$ cat config.mk
export PLATFORM = sky130hd
export DESIGN_NAME = sync_axis_timer
export DESIGN_NICKNAME = d
export VERILOG_FILES = /design/src/rtl/vga_timing_pkg.sv /design/src/rtl/sync_axis_timer.sv
export SDC_FILE = /design/constraint.sdc
export NUM_CORES = 1
export LEC_CHECK = 0
export ABC_AREA = 1
export CAP_MARGIN = 20
export CORE_ASPECT_RATIO = 0.8
export CORE_MARGIN = 10
export CORE_UTILIZATION = 50
export DETAILED_ROUTE_END_ITERATION = 8
export PLACE_DENSITY = 0.78
export REMOVE_ABC_BUFFERS = 1
export SYNTH_ARGS = -nofsm -noshare
export SYNTH_HDL_FRONTEND = slang
export SYNTH_SLANG_ARGS = --single-unit
$ cat constraint.sdc
create_clock -name pixel_clk -period 4.4 [get_ports pixel_clk]
set_clock_uncertainty 0.15 [all_clocks]
set_input_delay 0.88 -clock pixel_clk [delete_from_list [all_inputs] [get_ports pixel_clk]]
set_output_delay 0.88 -clock pixel_clk [all_outputs]
set_load 0.05 [all_outputs]
$ cat src/rtl/vga_timing_pkg.sv
// Shared VGA timing definitions: phase encoding and the 640x480@60 mode numbers.
package vga_timing_pkg;

    // Region within one axis period, in the order it is traversed.
    typedef enum logic [1:0] {
        PH_ACT = 2'd0,
        PH_FP  = 2'd1,
        PH_SYN = 2'd2,
        PH_BP  = 2'd3
    } phase_e;

    // Horizontal axis, 640x480@60 (units are pixels).
    localparam int H_ACTIVE = 640;
    localparam int H_FRONT  = 16;
    localparam int H_SYNC   = 96;
    localparam int H_BACK   = 48;
    localparam int H_TOTAL  = H_ACTIVE + H_FRONT + H_SYNC + H_BACK;

    // Vertical axis, 640x480@60 (units are lines).
    localparam int V_ACTIVE = 480;
    localparam int V_FRONT  = 10;
    localparam int V_SYNC   = 2;
    localparam int V_BACK   = 33;
    localparam int V_TOTAL  = V_ACTIVE + V_FRONT + V_SYNC + V_BACK;

endpackage

$ cat src/rtl/sync_axis_timer.sv
// One-axis VGA timing generator: position counter, region FSM, registered
// active/sync flags and a combinational carry so two instances can cascade.
module sync_axis_timer
    import vga_timing_pkg::*;
#(
    parameter int ACTIVE   = 640,
    parameter int FRONT    = 16,
    parameter int SYNC     = 96,
    parameter int BACK     = 48,
    parameter bit SYNC_POL = 1'b0,
    parameter int CW       = 10
) (
    input  logic          pixel_clk,
    input  logic          rst,
    input  logic          ce,
    output logic [CW-1:0] cnt,
    output logic          active,
    output logic          sync,
    output logic [1:0]    phase,
    output logic          wrap
);

    localparam int TOTAL = ACTIVE + FRONT + SYNC + BACK;

    // Reject geometries that cannot be counted in CW bits or that have an empty region.
    if ((ACTIVE < 1) || (FRONT < 1) || (SYNC < 1) || (BACK < 1) ||
        (CW < 1) || (CW > 30) || (TOTAL > (1 << CW))) begin : g_bad_config
        $error("sync_axis_timer: illegal geometry (fields must be >= 1 and total must fit in CW bits)");
    end

    localparam logic [CW-1:0] LAST  = CW'(TOTAL - 1);
    localparam logic [CW-1:0] E_ACT = CW'(ACTIVE);
    localparam logic [CW-1:0] E_FP  = CW'(ACTIVE + FRONT);
    localparam logic [CW-1:0] E_SYN = CW'(ACTIVE + FRONT + SYNC);

    logic [CW-1:0] cnt_q, cnt_d;
    phase_e        phase_q, phase_d;
    logic          active_q, active_d;
    logic          sync_q, sync_d;

    // Next count and next region; flags are decoded from the next region so
    // they land in their registers on the same edge as the count.
    always_comb begin
        cnt_d   = cnt_q;
        phase_d = phase_q;
        if (ce) begin
            cnt_d = (cnt_q == LAST) ? '0 : cnt_q + 1'b1;
            unique case (phase_q)
                PH_ACT: if (cnt_d == E_ACT) phase_d = PH_FP;
                PH_FP:  if (cnt_d == E_FP)  phase_d = PH_SYN;
                PH_SYN: if (cnt_d == E_SYN) phase_d = PH_BP;
                PH_BP:  if (cnt_d == '0)    phase_d = PH_ACT;
            endcase
        end
        active_d = (phase_d == PH_ACT);
        sync_d   = (phase_d == PH_SYN) ? SYNC_POL : !SYNC_POL;
    end

    // State register; reset parks the axis at the start of the active region.
    always_ff @(posedge pixel_clk) begin
        if (rst) begin
            cnt_q    <= '0;
            phase_q  <= PH_ACT;
            active_q <= 1'b1;
            sync_q   <= !SYNC_POL;
        end else begin
            cnt_q    <= cnt_d;
            phase_q  <= phase_d;
            active_q <= active_d;
            sync_q   <= sync_d;
        end
    end

    assign cnt    = cnt_q;
    assign phase  = phase_q;
    assign active = active_q;
    assign sync   = sync_q;
    assign wrap   = ce && !rst && (cnt_q == LAST);

endmodule

==> out/results.ini <==
[grt]
number_of_global_route_vias_before_repair = 820
overflow = 0
grt.total_usage = 0.113
grt_first_pass_wirelength_microns = 3580
number_of_antenna_violations_at_the_first_check_in_global_routing = 0
grt_max_degree = 23

[timing]
fmax_mhz = 291
worst_hold_slack_ns = 0.429
final.min_clock_period_ns = 3.43
hold_violations = 0
post-route-period-util = 0.780
max_slew_margin = 0.659
final_critical_path_setup_slack_ns = 0.969
grt_setup_unrepaired = no
tns_ns = 0
setup_violations = 0
timing_worst_slew_pin_value_ns = 0.509
report.final.slew_viol_count = 0

[clocking]
cts-htree-levels = 1
tritoncts_clock_tree = yes
sink_count = 14
post_cts_resized = 0
cts.root.buffer_cell = clkbuf_4
cts_inserted_buffers = 3
cts.hold.buffers_added = 0
cts_setup_buffers = 0
clkSlewWorstSetupHoldPaths_ns = 0.08
maximum_count_of_clock_buffers_along_a_single_path = 2
clk-insertion-delay-late_ns = 0.29

[floorplan]
fp.coreArea_sq_mm = 0.00168
pin_count = 18
die-height_microns = 58.2
initial_utilization = 0.544
rows = 13
horiz_die_dim_microns = 67.7
die_area_sq_mm = 0.00394

[power_and_ir_drop]
combPwrFrac = 0.246
pwr-share-clk = 0.299
cellInternalPower_uw = 209
sequentialPowerShare = 0.454
ir_worst_vdd_v = 0.000248
power-per-cell-area_mw_per_mm2 = 274
power.static_leakage_uw = 0.000528
power.share.switching = 0.332
power_switching_uw = 104
total_power_uw = 313

[synth]
syn_inst = 141
synth.yosys.warnings = 0
synth.cells.most_frequent = nand2_1, inv_1, dfxtp_1, nor2_1
synth_most_common_cell = nand2_1
synth_async_sr_flop_share = 0
syn_avg_cell_area_sq_um = 6.46
synth_enable_flop_cells = 0
synth.cell_area_sq_um = 911
ys_types = 22
seq_area_frac_synth = 0.308
synth.ff_latch_count = 14
synth_top_area_frac = 0.308
netlist.top_cell.by_area = dfxtp_1
synth-main-ff-cell = dfxtp_1
synth_area_leaders = dfxtp_1, nand2_1, inv_1

[drt]
wirelength_microns = 2130
vias_after_detailed_routing = 931
drt_pre_antenna_iters = 4
number_of_antenna_violating_nets_in_the_routed_design = 0
drt_iter0_markers = 46
routedWlPerCell_microns = 11.7
route.detailed.vias_per_inst = 5.12
drcViolationCount = 0

[place]
numPlacedInstances = 178
hpwlAfterDp_microns = 1690
routability_congestion_estimate_from_global_placement = 0.856
buffer_ports.inserted = 17
dpl_worst_slack_ns = 0.960

[worst_setup_path]
cp_slowest_cell = clkdlybuf4s50_1
worst-path-max-fanout = 2
cp.depth = 4
cp-endpoint = wrap
worstReg2RegStart = cnt[0]
timing.reg2reg.worst_path_depth = 14
setup.reg_to_reg.worst_slack_ns = 2.26
cp_data_required_time_ns = 3.37
worst_r2r_endpoint = active
timing.critical_path.from = ce
critPathMostFrequentCell = clkdlybuf4s50_1
crit_path_cell_trace = clkdlybuf4s50_1, nand3_1, nor2_1, clkdlybuf4s50_1
timing.critical_path.to_type = output pin
timing.setup.critical_path_class = in -> out
worstPathArrival_ns = 2.40
cp.buffers_inverters = 2
start_kind = input port
crit_path_max_incr_delay_ns = 0.81
cpLargestDelayFamily = buffers and inverters

[run_status]
run_status = complete, no violations

[layout]
areaGrowthSynthToFinish_pct = 25.3
final_layout_size_suffix_gt1_frac = 0.169
final_nets = 165
antenna_cells_inserted = 0
layoutNonFillerInstCount = 182

[min_path]
holdCritPathClass = reg -> reg

[job]
drv.max_cap_violation_count = 0

==> through the flow <==
step,area (sq um),utilization
finish,1140,0.681
global route,1140,0.681
CTS,1140,0.681
detailed placement,1100,0.659
global placement,1100,0.659
floorplan,900,-
==> tightest hold or removal path, delay by kind of cell (launching register included) <==
family,cells,cell delay (ns)
flops,1,0.36
compound gates,1,0.13
simple gates,1,0.05
==> worst min path at each step <==
| stage | from | end | slack (ns) | depth (start not counted) |
|---|---|---|---|---|
| detailed placement | cnt[3] | cnt[3] | 0.41 | 2 |
| global route | cnt[2] | cnt[2] | 0.46 | 2 |
| finish | cnt[2] | cnt[2] | 0.43 | 2 |
| global placement | cnt[3] | cnt[3] | 0.41 | 2 |
| floorplan | cnt[2] | cnt[2] | 0.63 | 2 |
| CTS | cnt[2] | cnt[2] | 0.43 | 2 |
==> power by group through the flow <==
stage          clock (uW)  combinational, uW  sequential, uW
3_5_place_dp            0               77.4             145
6_report             93.7               77.0             142
3_3_place_gp            0               75.8             145
5_1_grt              99.0               84.0             143
2_1_floorplan           0               27.7             168
4_1_cts              96.4               77.6             142
==> final cells by class <==
type                    count  area [sq um]
multi-input cells         104           543
fillers                   140           534
flip-flops and latches     14           280
repair buffers             18           178
inverters                  20          76.3
clock buffers               4          36.3
well taps                  22          27.5
==> cell families after synthesis <==
logic type / Yosys count / synth area share
AND/OR/NAND/NOR: 79 / 0.442
AO/OA/AOI/OAI: 23 / 0.130
buffers and inverters: 23 / 0.0961
flip-flops: 14 / 0.308
XOR/XNOR: 1 / 0.00962
adder cells (fa/ha/maj): 1 / 0.0137
==> sequential cells by signal (all words and copies together), names as in the netlist <==
name / flops
sync: 1
active: 1
phase: 2
cnt: 10
==> metal layers <==
layer / routed length [microns] / global-route usage / vias up
li1: - / - / 486
met1: 938 / 0.129 / 415
met2: 982 / 0.190 / 30
met3: 208 / 0.0537 / 0
met4: 0 / 0.0175 / 0
met5: 0 / 0 / -
==> placed cells by master (no fill, tap or decap), types with 5 or more instances in the layout <==
master / instances
clkdlybuf4s50_1: 17
nand2_2: 6
nand3_2: 5
nand3_1: 11
o21ai_0: 10
inv_1: 17
nor2_1: 14
a21oi_1: 11
dfxtp_1: 14
nand2_1: 32
Note: power is estimated with default switching activity, not from simulation.
